$ cat src/rtl/ddr_train_pkg.sv
// ddr_train_pkg: shared training FSM states, delay-line direction codes and tap helpers.
package ddr_train_pkg;

    typedef enum logic [3:0] {
        ST_IDLE,
        ST_LOAD,
        ST_SETTLE,
        ST_SAMPLE,
        ST_EVAL,
        ST_STEP,
        ST_BACKOFF,
        ST_DONE,
        ST_ERROR
    } train_state_t;

    localparam logic DIR_INC = 1'b1;
    localparam logic DIR_DEC = 1'b0;

    // Backoff never steps below tap 0, so clamp the step count to the current tap.
    function automatic logic [7:0] min_tap(input logic [7:0] tap, input int limit);
        return (int'(tap) < limit) ? tap : 8'(limit);
    endfunction

endpackage

$ cat src/rtl/ref_clk_train_ctrl_if.sv
// ref_clk_train_ctrl_if: IOD delay-line and eye-monitor signals between controller and IOD.
interface ref_clk_train_ctrl_if;
    logic [7:0] rx_data;
    logic       delay_line_out_of_range;
    logic       eye_monitor_early;
    logic       eye_monitor_late;
    logic       delay_line_load;
    logic       delay_line_move;
    logic       delay_line_direction;
    logic       eye_monitor_clear_flags;

    modport master (
        input  rx_data, delay_line_out_of_range, eye_monitor_early, eye_monitor_late,
        output delay_line_load, delay_line_move, delay_line_direction, eye_monitor_clear_flags
    );

    modport slave (
        output rx_data, delay_line_out_of_range, eye_monitor_early, eye_monitor_late,
        input  delay_line_load, delay_line_move, delay_line_direction, eye_monitor_clear_flags
    );
endinterface

$ cat src/rtl/train_sample_chk.sv
// train_sample_chk: compares SAMPLE_CYCLES consecutive words against the first word of the window;
// stable drops if any word differs or an eye-monitor flag is seen.
module train_sample_chk #(
    parameter int SAMPLE_CYCLES = 4
) (
    input  logic       fab_clk,
    input  logic       arst_n,
    input  logic       en,
    input  logic [7:0] data,
    input  logic       flag,
    output logic       last,
    output logic       stable,
    output logic [7:0] pattern
);
    logic [3:0] cnt;

    assign last = int'(cnt) + 1 == SAMPLE_CYCLES;

    always_ff @(posedge fab_clk or negedge arst_n) begin
        if (!arst_n) begin
            cnt     <= '0;
            stable  <= 1'b0;
            pattern <= '0;
        end else if (en) begin
            cnt <= last ? 4'd0 : cnt + 4'd1;
            if (cnt == 0) begin
                pattern <= data;
                stable  <= !flag;
            end else begin
                stable <= stable && !flag && data == pattern;
            end
        end
    end
endmodule

$ cat src/rtl/ref_clk_train_ctrl.sv
// ref_clk_train_ctrl: sweeps the IOD delay line upward until the reference-clock pattern changes,
// then backs off a few taps from that edge.
module ref_clk_train_ctrl
    import ddr_train_pkg::*;
#(
    parameter int SETTLE_CYCLES = 8,
    parameter int SAMPLE_CYCLES = 4,
    parameter int MAX_TAP       = 127,
    parameter int BACKOFF_TAPS  = 4
) (
    input  logic                        fab_clk,
    input  logic                        arst_n,
    input  logic                        train_start,
    ref_clk_train_ctrl_if.master        iod,
    output logic                        busy,
    output logic                        train_done,
    output logic                        train_err,
    output logic [7:0]                  tap_count,
    output logic [7:0]                  edge_tap
);
    train_state_t state;
    logic [7:0]   cnt;
    logic [7:0]   ref_pat;
    logic         load, move, dir, clear;
    logic         chk_last, stable;
    logic [7:0]   pattern;
    logic         edge_hit, abort;

    assign iod.delay_line_load         = load;
    assign iod.delay_line_move         = move;
    assign iod.delay_line_direction    = dir;
    assign iod.eye_monitor_clear_flags = clear;

    train_sample_chk #(.SAMPLE_CYCLES(SAMPLE_CYCLES)) u_chk (
        .fab_clk (fab_clk),
        .arst_n  (arst_n),
        .en      (state == ST_SAMPLE),
        .data    (iod.rx_data),
        .flag    (iod.eye_monitor_early || iod.eye_monitor_late),
        .last    (chk_last),
        .stable  (stable),
        .pattern (pattern)
    );

    assign edge_hit = tap_count != 0 && (!stable || pattern != ref_pat);
    assign abort    = (tap_count == 0 && !stable) ||
                      (!edge_hit && (tap_count == 8'(MAX_TAP) || iod.delay_line_out_of_range));

    always_ff @(posedge fab_clk or negedge arst_n) begin
        if (!arst_n) begin
            state      <= ST_IDLE;
            cnt        <= '0;
            ref_pat    <= '0;
            load       <= 1'b0;
            move       <= 1'b0;
            dir        <= 1'b0;
            clear      <= 1'b0;
            busy       <= 1'b0;
            train_done <= 1'b0;
            train_err  <= 1'b0;
            tap_count  <= '0;
            edge_tap   <= '0;
        end else begin
            load  <= 1'b0;
            move  <= 1'b0;
            clear <= 1'b0;
            case (state)
                ST_IDLE, ST_DONE, ST_ERROR: if (train_start) begin
                    state      <= ST_LOAD;
                    load       <= 1'b1;
                    tap_count  <= '0;
                    train_done <= 1'b0;
                    train_err  <= 1'b0;
                    busy       <= 1'b1;
                end
                ST_LOAD, ST_STEP: begin
                    state <= ST_SETTLE;
                    cnt   <= '0;
                    clear <= SETTLE_CYCLES == 1;
                end
                // clear is registered, so it is raised one cycle ahead to land on the last settle cycle
                ST_SETTLE: begin
                    cnt   <= cnt + 8'd1;
                    clear <= int'(cnt) + 2 == SETTLE_CYCLES;
                    if (int'(cnt) + 1 == SETTLE_CYCLES) state <= ST_SAMPLE;
                end
                ST_SAMPLE: if (chk_last) state <= ST_EVAL;
                ST_EVAL: begin
                    if (tap_count == 0) ref_pat <= pattern;
                    if (edge_hit) begin
                        state    <= ST_BACKOFF;
                        edge_tap <= tap_count;
                        cnt      <= min_tap(tap_count, BACKOFF_TAPS);
                    end else if (abort) begin
                        state     <= ST_ERROR;
                        train_err <= 1'b1;
                        busy      <= 1'b0;
                    end else begin
                        state     <= ST_STEP;
                        move      <= 1'b1;
                        dir       <= DIR_INC;
                        tap_count <= tap_count + 8'd1;
                    end
                end
                // alternate pulse and idle cycles until the clamped step count is used up
                ST_BACKOFF: if (!move) begin
                    if (cnt == 0) begin
                        state      <= ST_DONE;
                        train_done <= 1'b1;
                        busy       <= 1'b0;
                    end else begin
                        move      <= 1'b1;
                        dir       <= DIR_DEC;
                        tap_count <= tap_count - 8'd1;
                        cnt       <= cnt - 8'd1;
                    end
                end
                default: state <= ST_IDLE;
            endcase
        end
    end
endmodule
$ cat src/flat_wrapper.sv
// flat-port wrapper written by rule: the top's interface ports become plain ports
module ref_clk_train_ctrl_flat import ddr_train_pkg::*;
#(
    parameter int SETTLE_CYCLES = 8,
    parameter int SAMPLE_CYCLES = 4,
    parameter int MAX_TAP       = 127,
    parameter int BACKOFF_TAPS  = 4
)
  (fab_clk, arst_n, train_start, busy, train_done, train_err, tap_count, edge_tap, iod_rx_data, iod_delay_line_out_of_range, iod_eye_monitor_early, iod_eye_monitor_late, iod_delay_line_load, iod_delay_line_move, iod_delay_line_direction, iod_eye_monitor_clear_flags);
  ref_clk_train_ctrl_if iod_i ();
  input  logic fab_clk;
  input  logic arst_n;
  input  logic train_start;
  output logic busy;
  output logic train_done;
  output logic train_err;
  output logic [7:0] tap_count;
  output logic [7:0] edge_tap;
  input wire logic [$bits(iod_i.rx_data)-1:0] iod_rx_data;
  input wire logic [$bits(iod_i.delay_line_out_of_range)-1:0] iod_delay_line_out_of_range;
  input wire logic [$bits(iod_i.eye_monitor_early)-1:0] iod_eye_monitor_early;
  input wire logic [$bits(iod_i.eye_monitor_late)-1:0] iod_eye_monitor_late;
  output wire logic [$bits(iod_i.delay_line_load)-1:0] iod_delay_line_load;
  output wire logic [$bits(iod_i.delay_line_move)-1:0] iod_delay_line_move;
  output wire logic [$bits(iod_i.delay_line_direction)-1:0] iod_delay_line_direction;
  output wire logic [$bits(iod_i.eye_monitor_clear_flags)-1:0] iod_eye_monitor_clear_flags;
  assign iod_i.rx_data = iod_rx_data;
  assign iod_i.delay_line_out_of_range = iod_delay_line_out_of_range;
  assign iod_i.eye_monitor_early = iod_eye_monitor_early;
  assign iod_i.eye_monitor_late = iod_eye_monitor_late;
  assign iod_delay_line_load = iod_i.delay_line_load;
  assign iod_delay_line_move = iod_i.delay_line_move;
  assign iod_delay_line_direction = iod_i.delay_line_direction;
  assign iod_eye_monitor_clear_flags = iod_i.eye_monitor_clear_flags;
  ref_clk_train_ctrl #(.SETTLE_CYCLES(SETTLE_CYCLES), .SAMPLE_CYCLES(SAMPLE_CYCLES), .MAX_TAP(MAX_TAP), .BACKOFF_TAPS(BACKOFF_TAPS)) u_core (.fab_clk(fab_clk), .arst_n(arst_n), .train_start(train_start), .iod(iod_i), .busy(busy), .train_done(train_done), .train_err(train_err), .tap_count(tap_count), .edge_tap(edge_tap));
endmodule
$ cat config.mk
export PLATFORM = sky130hd
export DESIGN_NAME = ref_clk_train_ctrl_flat
export DESIGN_NICKNAME = d
export VERILOG_FILES = /design/src/rtl/ddr_train_pkg.sv /design/src/rtl/ref_clk_train_ctrl_if.sv /design/src/rtl/train_sample_chk.sv /design/src/rtl/ref_clk_train_ctrl.sv /design/src/flat_wrapper.sv
export SDC_FILE = /design/constraint.sdc
export NUM_CORES = 1
export LEC_CHECK = 0
export ABC_CLOCK_PERIOD_IN_PS = 5500
export CORE_MARGIN = 5
export CORE_UTILIZATION = 30
export CTS_CLUSTER_SIZE = 30
export DETAILED_ROUTE_END_ITERATION = 10
export MAX_ROUTING_LAYER = met4
export PLACE_DENSITY = 0.59
export SLEW_MARGIN = 20
export SYNTH_ARGS = -nofsm -noshare
export SYNTH_HDL_FRONTEND = slang
export SYNTH_SLANG_ARGS = --single-unit
export TNS_END_PERCENT = 30
$ cat constraint.sdc
create_clock -name fab_clk -period 5.5 [get_ports fab_clk]
set_input_delay 0.825 -clock fab_clk [delete_from_list [all_inputs] [get_ports fab_clk]]
set_output_delay 0.825 -clock fab_clk [all_outputs]
set_load 0.1 [all_outputs]
==> results.yml <==
status:
  status: "finished, final reports clean"
synth:
  avgSynthCellArea_um2: 10.3
  synth_top_area_cell: "dfrtp_1"
  ys_seq_area_frac: 0.421
  synthCells: 322
  synth_nets: 353
  ys_top_cells_by_area: "dfrtp_1, mux2_2, ha_1"
  synthArstFlopShare: 1.00
  synthDistinctLibCells: 57
  synth_warnings: 0
  synthFlopType: "dfrtp_1"
  synth_commonest_cells: "dfrtp_1, mux2_2, nand2_1"
  synth.cell_area_mm2: 0.00333
  synth-seq-cells: 56
  synth_top_area_share: 0.421
  yosysMostFrequentCell: "dfrtp_1"
  synth_edf_count: 0
drt:
  routed_wl_mm: 7.77
  drt-pass1-iter-count: 4
  via_count: 2576
  viasPerCell: 5.16
  drc: 0
  first_iter_violations: 76
  ant_nets: 0
  wire_per_inst_um: 15.6
worst_setup_path:
  rr_startpoint: "u_core.state[1]$_DFFE_PN0P_"
  cp_cell_sequence: "nand4bb_1 > inv_1 > ha_1 > a21o_1 > a211oi_1 > nor2_1 > o41ai_1 > mux2_2 > o211ai_1"
  cp_max_fo: 17
  endpoint_kind: "flip-flop"
  cpPeakStageDelay_ns: 0.66
  start_kind: "flip-flop"
  crit_required_ns: 5.75
  crit_start: "u_core.state[1]$_DFFE_PN0P_"
  critPathSlowestCell: "dfrtp_1"
  worstSetupPathType: "reg2reg"
  worstPathArrival_ns: 3.87
sta:
  rsz0062_at_grt: "false"
  hold_viol_final: 0
  tightest_slew_ns: 0.995
  max_slew_margin: 0.335
  setup_viol: 0
  holdWs_ns: 0.490
  slew_violations: 0
  finalCriticalPeriod_ns: 3.62
  period_share: 0.658
  fmax_mhz: 276
  fin_skew_ns: 0.00649
  tns_ns: 0
  worst_slack_ns: 1.88
clock_tree:
  htree_levels: 2
  cts_buffers: 5
  postCtsSetupRepairBufs: 0
  cts_tree: "built"
  postCtsResizedCells: 0
  cts.sinks: 56
  clk_path_buf_depth: 2
  root_buffer: "clkbuf_8"
  cts_hold_buf: 0
  clkTransAtPathRegs_ns: 0.12
  clkLatencyLatePin_ns: 0.32
die:
  rows: 38
  core_area_mm2: 0.0108
  fp.dieW_um: 115
  dieArea_mm2: 0.0133
  start_util: 0.307
  fp.dieH_um: 115
  num_io_pins: 37
cells_and_area:
  regArea_mm2: 0.00140
  n_fill_cell: 1136
  syn2layout_area_growth_pct: 18.0
  multiInputGateArea_mm2: 0.00185
  drive_above_1_share: 0.123
  layout.nets: 389
  antenna_cells: 0
place:
  pre_cts_ws_ns: 1.92
  io_buffers: 36
  hpwl_mm: 5.62
  gp_congestion: 0.823
pwr:
  clkPwrFrac: 0.108
  p_int_uw: 1160
  p_sw_uw: 1220
  sw_frac_of_total: 0.513
  power_frac_seq: 0.327
  power_frac_comb: 0.565
  p_per_area_mw_per_mm2: 605
  p_leak_uw: 0.00171
  peakVddDrop_mv: 0.311
flow_run:
  cap_violations: 0
grt:
  grtUsageTotal: 0.125
  antenna_found_initial: 0
  grt_overflow: 0
  grt_pass1_vias: 2620
  grt_max_degree: 57
  grt_pass1_wl_mm: 13.0
worst_hold_path:
  worstHoldStart: "u_core.busy$_DFFE_PN0P_"
  hp-class: "reg2reg"
## state kept, by name (all words and copies together) (netlist names)
register                            flops
u_core.u_chk.pattern                    8
u_core.iod.delay_line_direction         1
u_core.train_done                       1
u_core.cnt                              8
u_core.edge_tap                         8
u_core.u_chk.stable                     1
u_core.iod.delay_line_move              1
u_core.iod.delay_line_load              1
u_core.ref_pat                          8
u_core.state                            4
u_core.train_err                        1
u_core.iod.eye_monitor_clear_flags      1
u_core.u_chk.cnt                        4
u_core.tap_count                        8
u_core.busy                             1
## worst max-delay path, delay by kind of cell, from the launching register on
| family | cells | cell delay (ns) |
|---|---|---|
| fa+ha+maj | 1 | 0.34 |
| flops | 1 | 0.66 |
| compound gates | 4 | 1.00 |
| simple gates | 2 | 0.51 |
| buf+inv | 1 | 0.61 |
| mux | 1 | 0.40 |
## cell families (layout without fill, tap and decap cells)
family                   count (synthesis)  after routing  synth area share
flip-flops                              56             56             0.421
multiplexers                            25             25            0.0846
AND/OR/NAND/NOR                         98             98             0.157
buffers and inverters                   19             56            0.0237
adder cells (fa/ha/maj)                 17             17            0.0684
AO/OA/AOI/OAI                           74             74             0.159
XOR/XNOR                                33             33            0.0868
## stage by stage
stage | std cells | cell area, um2 | power [uW] | util
2_1_floorplan | 322 | 3330 | 1800 | -
5_1_grt | 499 | 3930 | 2540 | 0.362
6_report | 499 | 3930 | 2380 | 0.362
4_1_cts | 499 | 3930 | 2390 | 0.362
3_5_place_dp | 491 | 3830 | 2130 | 0.353
3_3_place_gp | 491 | 3830 | 2090 | 0.353
## layout make-up
| cell class | count | area share |
|---|---|---|
| Multi-Input combinational cell | 247 | 0.471 |
| Clock inverter | 3 | 0.00733 |
| Timing Repair Buffer | 37 | 0.0924 |
| Sequential cell | 56 | 0.357 |
| Tap cell | 140 | 0.0446 |
| Clock buffer | 5 | 0.0175 |
| Inverter | 11 | 0.0105 |
## power groups by stage
stage          Sequential (uW)  Clock, uW  Combinational (uW)
3_5_place_dp               790          0                1340
2_1_floorplan             1060          0                 745
5_1_grt                    811        276                1450
6_report                   778        255                1340
4_1_cts                    780        264                1340
3_3_place_gp               779          0                1310
## cells in the final DEF, fill, tap and decap left out, drive strengths merged, types with 5 or more instances in the layout
cell type       n
clkdlybuf4s50  35
a21o            8
dfrtp          56
a21oi          13
mux2           25
nor2           19
inv            14
nand2          25
nor3            9
clkbuf          5
nand4           5
nand3          11
o21ai          12
xnor2          16
ha             15
xor2           17
## path summary, 6_finish.rpt
path | slack, ns | endpoint | cells past startpoint
max | 1.88 | u_core.cnt[7]$_DFFE_PN0P_ | 9
max in group asynchronous | 4.36 | u_core.edge_tap[0]$_DFFE_PN0P_ | 2
max reg2reg | 1.88 | u_core.cnt[7]$_DFFE_PN0P_ | 9
min in group asynchronous | 0.63 | u_core.u_chk.cnt[2]$_DFFE_PN0P_ | 2
min | 0.49 | u_core.busy$_DFFE_PN0P_ | 1
min reg2reg | 0.49 | u_core.busy$_DFFE_PN0P_ | 1
## routing by layer
layer / up-vias / share of wire / track usage
met3: 8 / 0.049 / 0.0221
met5: - / 0 / -
met4: 0 / 0.0094 / 0.0258
met2: 69 / 0.46 / 0.194
li1: 1252 / - / -
met1: 1247 / 0.48 / 0.171
Note: power is estimated with default switching activity, not from simulation.
==> RTL change 1, RTL diff (same flow settings) <==
The 9 states of `train_state_t` get a one-hot encoding in 9 bits.
--- a/src/rtl/ddr_train_pkg.sv
+++ b/src/rtl/ddr_train_pkg.sv
@@ -3,12 +3,12 @@
 
-    typedef enum logic [3:0] {
-        ST_IDLE,
-        ST_LOAD,
-        ST_SETTLE,
-        ST_SAMPLE,
-        ST_EVAL,
-        ST_STEP,
-        ST_BACKOFF,
-        ST_DONE,
-        ST_ERROR
+    typedef enum logic [8:0] {
+        ST_IDLE    = 9'b000000001,
+        ST_LOAD    = 9'b000000010,
+        ST_SETTLE  = 9'b000000100,
+        ST_SAMPLE  = 9'b000001000,
+        ST_EVAL    = 9'b000010000,
+        ST_STEP    = 9'b000100000,
+        ST_BACKOFF = 9'b001000000,
+        ST_DONE    = 9'b010000000,
+        ST_ERROR   = 9'b100000000
     } train_state_t;
Behaviour: no difference found for any inputs over 10 cycles, from zero or initial values and one cycle with arst_n low; not proved beyond that.
==> RTL change 1 against the unedited design <==
Sequential cell count grew 5; global-route usage grew 0.17 points; non-clock buffer count is the same; die area grew 5.6%; final cell count grew 5.6%; utilization grew 1.7 points; area after synthesis grew 6.1%; worst setup slack gained 0.052 ns; first-iteration DRC count grew 59%; highest routed layer unchanged; wire length grew 3.9%; design area grew 11%.
Power is not compared: it rests on default switching activity, and its combinational part moved more than twofold at a synthesized area within 25%.
==> RTL change 1: results (changes against the unedited design) <==
Worst-skew pair later-pin latency - 0.33 ns
Critical path's slowest cell - inv_1 (was dfrtp_1)
Place WS - 2.01 ns (was 1.92 ns)
Vias in the first global route - 2,862 (was 2,620)
Outcome - complete, no violations (unchanged)
Final wirelength - 8.07 mm (was 7.77 mm)
Syn_nets - 368 (was 353)
Fraction of registers with async set/reset - 100% (unchanged)
Ys flop type - dfrtp_1 (unchanged)
DR WL/cell - 15.3 um (was 15.6 um)
DP HPWL - 5.79 mm (was 5.62 mm)
H-tree depth - 3 (was 2)
Max VDD drop - 0.000190 V
Largest fanout on the critical path - 19 (was 17)
Inst Count DP - 511 (was 491)
DRT iter0 DRCs - 121 (was 76)
Normalized max-slew margin - 33.9% (was 33.5%)
RePlAce Congestion - 0.810 (was 0.823)
# nets final - 410 (was 389)
Max reg flops - 9
Max Clock Skew - 0.0103 ns (was 0.00649 ns)
DRT Pass-1 Iters - 4 (unchanged)
Arrival time worst endpoint - 3.82 ns (was 3.87 ns)
Num CTS Buffers - 9 (was 5)
Initial antenna violation count - 0 (unchanged)
Area contributors post-synth - dfrtp_1, mux2_2, ha_1 (unchanged)
Worst-path clk slew - 0.06 ns (was 0.12 ns)
HP Class - reg2reg (unchanged)
Total track usage - 12.6% (was 12.5%)
Postcts setup bufs - 0 (unchanged)
Post-synthesis cell type count - 65 (was 57)
DR vias - 2,628 (was 2,576)
# port buffers - 36 (unchanged)
Synth warnings - 0 (unchanged)
Largest net degree at the start of global routing - 62 (was 57)
Largest Register - u_core.state
Post-synthesis cell count - 337 (was 322)
Max Root-Sink Buffers - 2 (unchanged)
Sequential fraction of the synthesis area - 43.2% (was 42.1%)
Leak Pwr - 1.95 nW
Root buf cell - clkbuf_16 (was clkbuf_8)
Share of layout cells above drive strength 1 - 14.8% (was 12.3%)
First-pass GRT wire length - 14.2 mm (was 13.0 mm)
Top post-synthesis cells by count - dfrtp_1, nor2_1, mux2_2 (was dfrtp_1, mux2_2, nand2_1)
Worst stage delay on the critical path - 0.57 ns (was 0.66 ns)
RTL change 1: path summary, 6_finish.rpt:
| kind | startpoint | endpoint | slack [ns] | cells after the start |
|---|---|---|---|---|
| setup reg to reg | u_core.state[8] | u_core.cnt[5] | 1.93 | 10 |
| hold reg to reg | u_core.train_done | u_core.train_done | 0.49 | 2 |
| max in group asynchronous | arst_n | u_core.ref_pat[2] | 4.28 | 2 |
| setup / recovery | u_core.state[8] | u_core.cnt[5] | 1.93 | 10 |
| hold / removal | u_core.train_done | u_core.train_done | 0.49 | 2 |
| min in group asynchronous | arst_n | u_core.cnt[4] | 0.68 | 2 |
RTL change 1: kinds of logic after synthesis:
family                   share of synthesized area [%]
adder cells (fa/ha/maj)                           6.44
flip-flops                                        43.2
buffers and inverters                             2.94
XOR/XNOR                                          6.94
AND/OR/NAND/NOR                                   18.0
multiplexers                                      10.2
AO/OA/AOI/OAI                                     12.2
RTL change 1: through the flow:
| step | power, mW | utilization, % | instance area (sq um) | hold WS [ns] |
|---|---|---|---|---|
| 3_5_place_dp | 1.26 | 35.3 | 4050 | 0.486 |
| 4_1_cts | 1.86 | 38.0 | 4350 | 0.497 |
| 2_1_floorplan | 1.11 | - | 3530 | 0.467 |
| 3_3_place_gp | 1.24 | 35.3 | 4050 | 0.481 |
| 5_1_grt | 1.96 | 38.0 | 4350 | 0.511 |
| 6_report | 1.84 | 38.0 | 4350 | 0.488 |
RTL change 1: layout make-up:
class                   count  area, sq um
clock buffers              11          233
clock inverters             5         75.1
fillers                  1125         7110
inverters                  20         75.1
multi-input cells         250         1900
flip-flops and latches     61         1530
well taps                 143          179
repair buffers             37          363
RTL change 1: metal layers:
layer  wire length [um]  GRT usage [%]  share of wire [%]  up-vias
met5                  0              -                  0        -
li1                   -              -                  -     1293
met2               3890           20.0                 48       47
met3                328           3.39                4.1        9
met1               3740           15.9                 46     1279
met4                108           3.83                1.3        0
RTL change 1: power breakdown:
| part | total, mW | leakage [nW] | switching (mW) | internal, mW |
|---|---|---|---|---|
| clock | 0.596 | 0.153 | 0.202 | 0.394 |
| combinational | 0.594 | 0.982 | 0.348 | 0.246 |
| sequential | 0.653 | 0.813 | 0.113 | 0.540 |
| total | 1.84 | 1.95 | 0.662 | 1.18 |
RTL change 1: worst max-delay path: cells and delay by family, from the launching register on:
kind | cells | cell delay (ns)
AO/OA/AOI/OAI | 4 | 0.71
adder cells (fa/ha/maj) | 1 | 0.35
buffers and inverters | 1 | 0.57
flip-flops | 1 | 0.44
AND/OR/NAND/NOR | 4 | 1.42
==> RTL change 2, RTL diff (config.mk and constraints unchanged) <==
Without the edit above. `MAX_TAP` is set to 127 in 2 places; all go to 95.
--- a/src/rtl/ref_clk_train_ctrl.sv
+++ b/src/rtl/ref_clk_train_ctrl.sv
@@ -7,3 +7,3 @@
     parameter int SAMPLE_CYCLES = 4,
-    parameter int MAX_TAP       = 127,
+    parameter int MAX_TAP       = 95,
     parameter int BACKOFF_TAPS  = 4
--- a/src/flat_wrapper.sv
+++ b/src/flat_wrapper.sv
@@ -5,3 +5,3 @@
     parameter int SAMPLE_CYCLES = 4,
-    parameter int MAX_TAP       = 127,
+    parameter int MAX_TAP       = 95,
     parameter int BACKOFF_TAPS  = 4
Formal check against the unedited RTL: same outputs for any inputs over 10 cycles, from zero or initial values and one cycle with arst_n low; that may be too few to reach the edited logic, so the function may still have changed.
==> RTL change 2 against the unedited design <==
Fmax up 22%; design area up 7.3%; power up 4.6%; worst setup slack better by 0.66 ns; sequential cell count unchanged; global-route usage down 0.30 points; area after synthesis up 6.0%; via count up 5.3%; sequential power about the same; die area up 5.5%; wire length up 5.9%; critical path type unchanged; largest cell class unchanged; largest power group unchanged; highest routed layer unchanged.
==> RTL change 2: results (changes against the unedited design) <==
DP Area - 4070 sq um (was 3830 sq um)
Postcts setup bufs - 0 (unchanged)
DRT iter0 DRCs - 113 (was 76)
DP HPWL - 6.04 mm (was 5.62 mm)
Normalized max-slew margin - 32.5% (was 33.5%)
Vias per Instance - 5.28 (was 5.16)
Post-Synth Adder-Cell Area - 6.45% (was 6.84%)
Post-synthesis xor/xnor area fraction - 7.20% (was 8.68%)
Layout Cells excl Fill - 514 (was 499)
Max VDD drop - 0.000299 V (was 0.000311 V)
Post-synthesis cell type count - 64 (was 57)
# nets final - 401 (was 389)
First-pass GRT wire length - 14.0 mm (was 13.0 mm)
Max Clock Skew - 0.0105 ns (was 0.00649 ns)
Syn_nets - 363 (was 353)
Top post-synthesis cells by count - dfrtp_1, mux2_2, xnor2_1 (was dfrtp_1, mux2_2, nand2_1)
Vias in the first global route - 2,715 (was 2,620)
Sequential fraction of the synthesis area - 39.7% (was 42.1%)
Root buf cell - clkbuf_16 (was clkbuf_8)
RePlAce Congestion - 0.761 (was 0.823)
Share of layout cells above drive strength 1 - 15.6% (was 12.3%)
H-tree depth - 2 (unchanged)
Synth Area in Compound Gates - 18.3% (was 15.9%)
Worst-path clk slew - 0.08 ns (was 0.12 ns)
Switch share - 49.0% (was 51.3%)
Fraction of registers with async set/reset - 100% (unchanged)
Worst-skew pair later-pin latency - 0.30 ns (was 0.32 ns)
Area contributors post-synth - dfrtp_1, mux2_2, ha_1 (unchanged)
Ys flop type - dfrtp_1 (unchanged)
Total track usage - 12.2% (was 12.5%)
Arrival time worst endpoint - 3.20 ns (was 3.87 ns)
Syn Area/Cell - 10.6 sq um (was 10.3 sq um)
Worst stage delay on the critical path - 0.63 ns (was 0.66 ns)
Leak Pwr - 1.78 nW (was 1.71 nW)
Largest fanout on the critical path - 23 (was 17)
DR WL/cell - 16.0 um (was 15.6 um)
Largest delay share family, worst path - simple AND/OR/NAND/NOR gates (was compound AO/OA/AOI/OAI gates)
Outcome - complete, no violations (unchanged)
Mux contribution to synthesized area - 11.3% (was 8.46%)
RTL change 2: final timing paths:
check	cells after the start	slack [ns]	endpoint	startpoint
worst min register to register	1	0.50	u_core.u_chk.cnt[3]	u_core.u_chk.cnt[3]
worst min-delay path	1	0.50	u_core.u_chk.cnt[3]	u_core.u_chk.cnt[3]
worst max register to register	8	2.55	u_core.tap_count[6]	u_core.state[1]
worst max-delay path	8	2.55	u_core.tap_count[6]	u_core.state[1]
min in group asynchronous	2	0.67	u_core.u_chk.cnt[1]	arst_n
max in group asynchronous	2	4.35	u_core.tap_count[3]	arst_n
RTL change 2: power groups by stage:
stage | registers, mW | clock network, mW | logic, mW
after floorplan | 0.989 | 0 | 0.845
final | 0.778 | 0.327 | 1.38
after global routing | 0.806 | 0.355 | 1.50
after CTS | 0.780 | 0.341 | 1.39
after detailed placement | 0.788 | 0 | 1.38
after global placement | 0.780 | 0 | 1.37
RTL change 2: kinds of logic (layout without fill, tap and decap cells):
logic type / after synthesis / in the layout
simple gates: 88 / 88
compound gates: 81 / 81
flops: 56 / 56
mux: 35 / 35
xor+xnor: 29 / 29
buf+inv: 26 / 65
fa+ha+maj: 17 / 17
RTL change 2: area by class of cell:
class	instances	area [sq um]
clock buffers	5	125
clock inverters	3	21.3
fillers	1117	7250
inverters	18	67.6
multi-input cells	250	2040
flip-flops and latches	56	1400
well taps	143	179
repair buffers	39	378
RTL change 2: routing by layer:
layer / vias up / GRT usage (%) / routed length (um)
met5: - / - / 0
met4: 0 / 2.76 / 54
met3: 5 / 2.05 / 243
met2: 53 / 19.1 / 3890
met1: 1332 / 16.6 / 4050
li1: 1322 / - / -
RTL change 2: per-stage QoR:
step	hold slack, ns	setup WS [ns]
floorplan	0.460	2.81
global placement	0.474	2.64
detailed placement	0.494	2.58
CTS	0.504	2.56
global route	0.525	2.39
finish	0.503	2.55
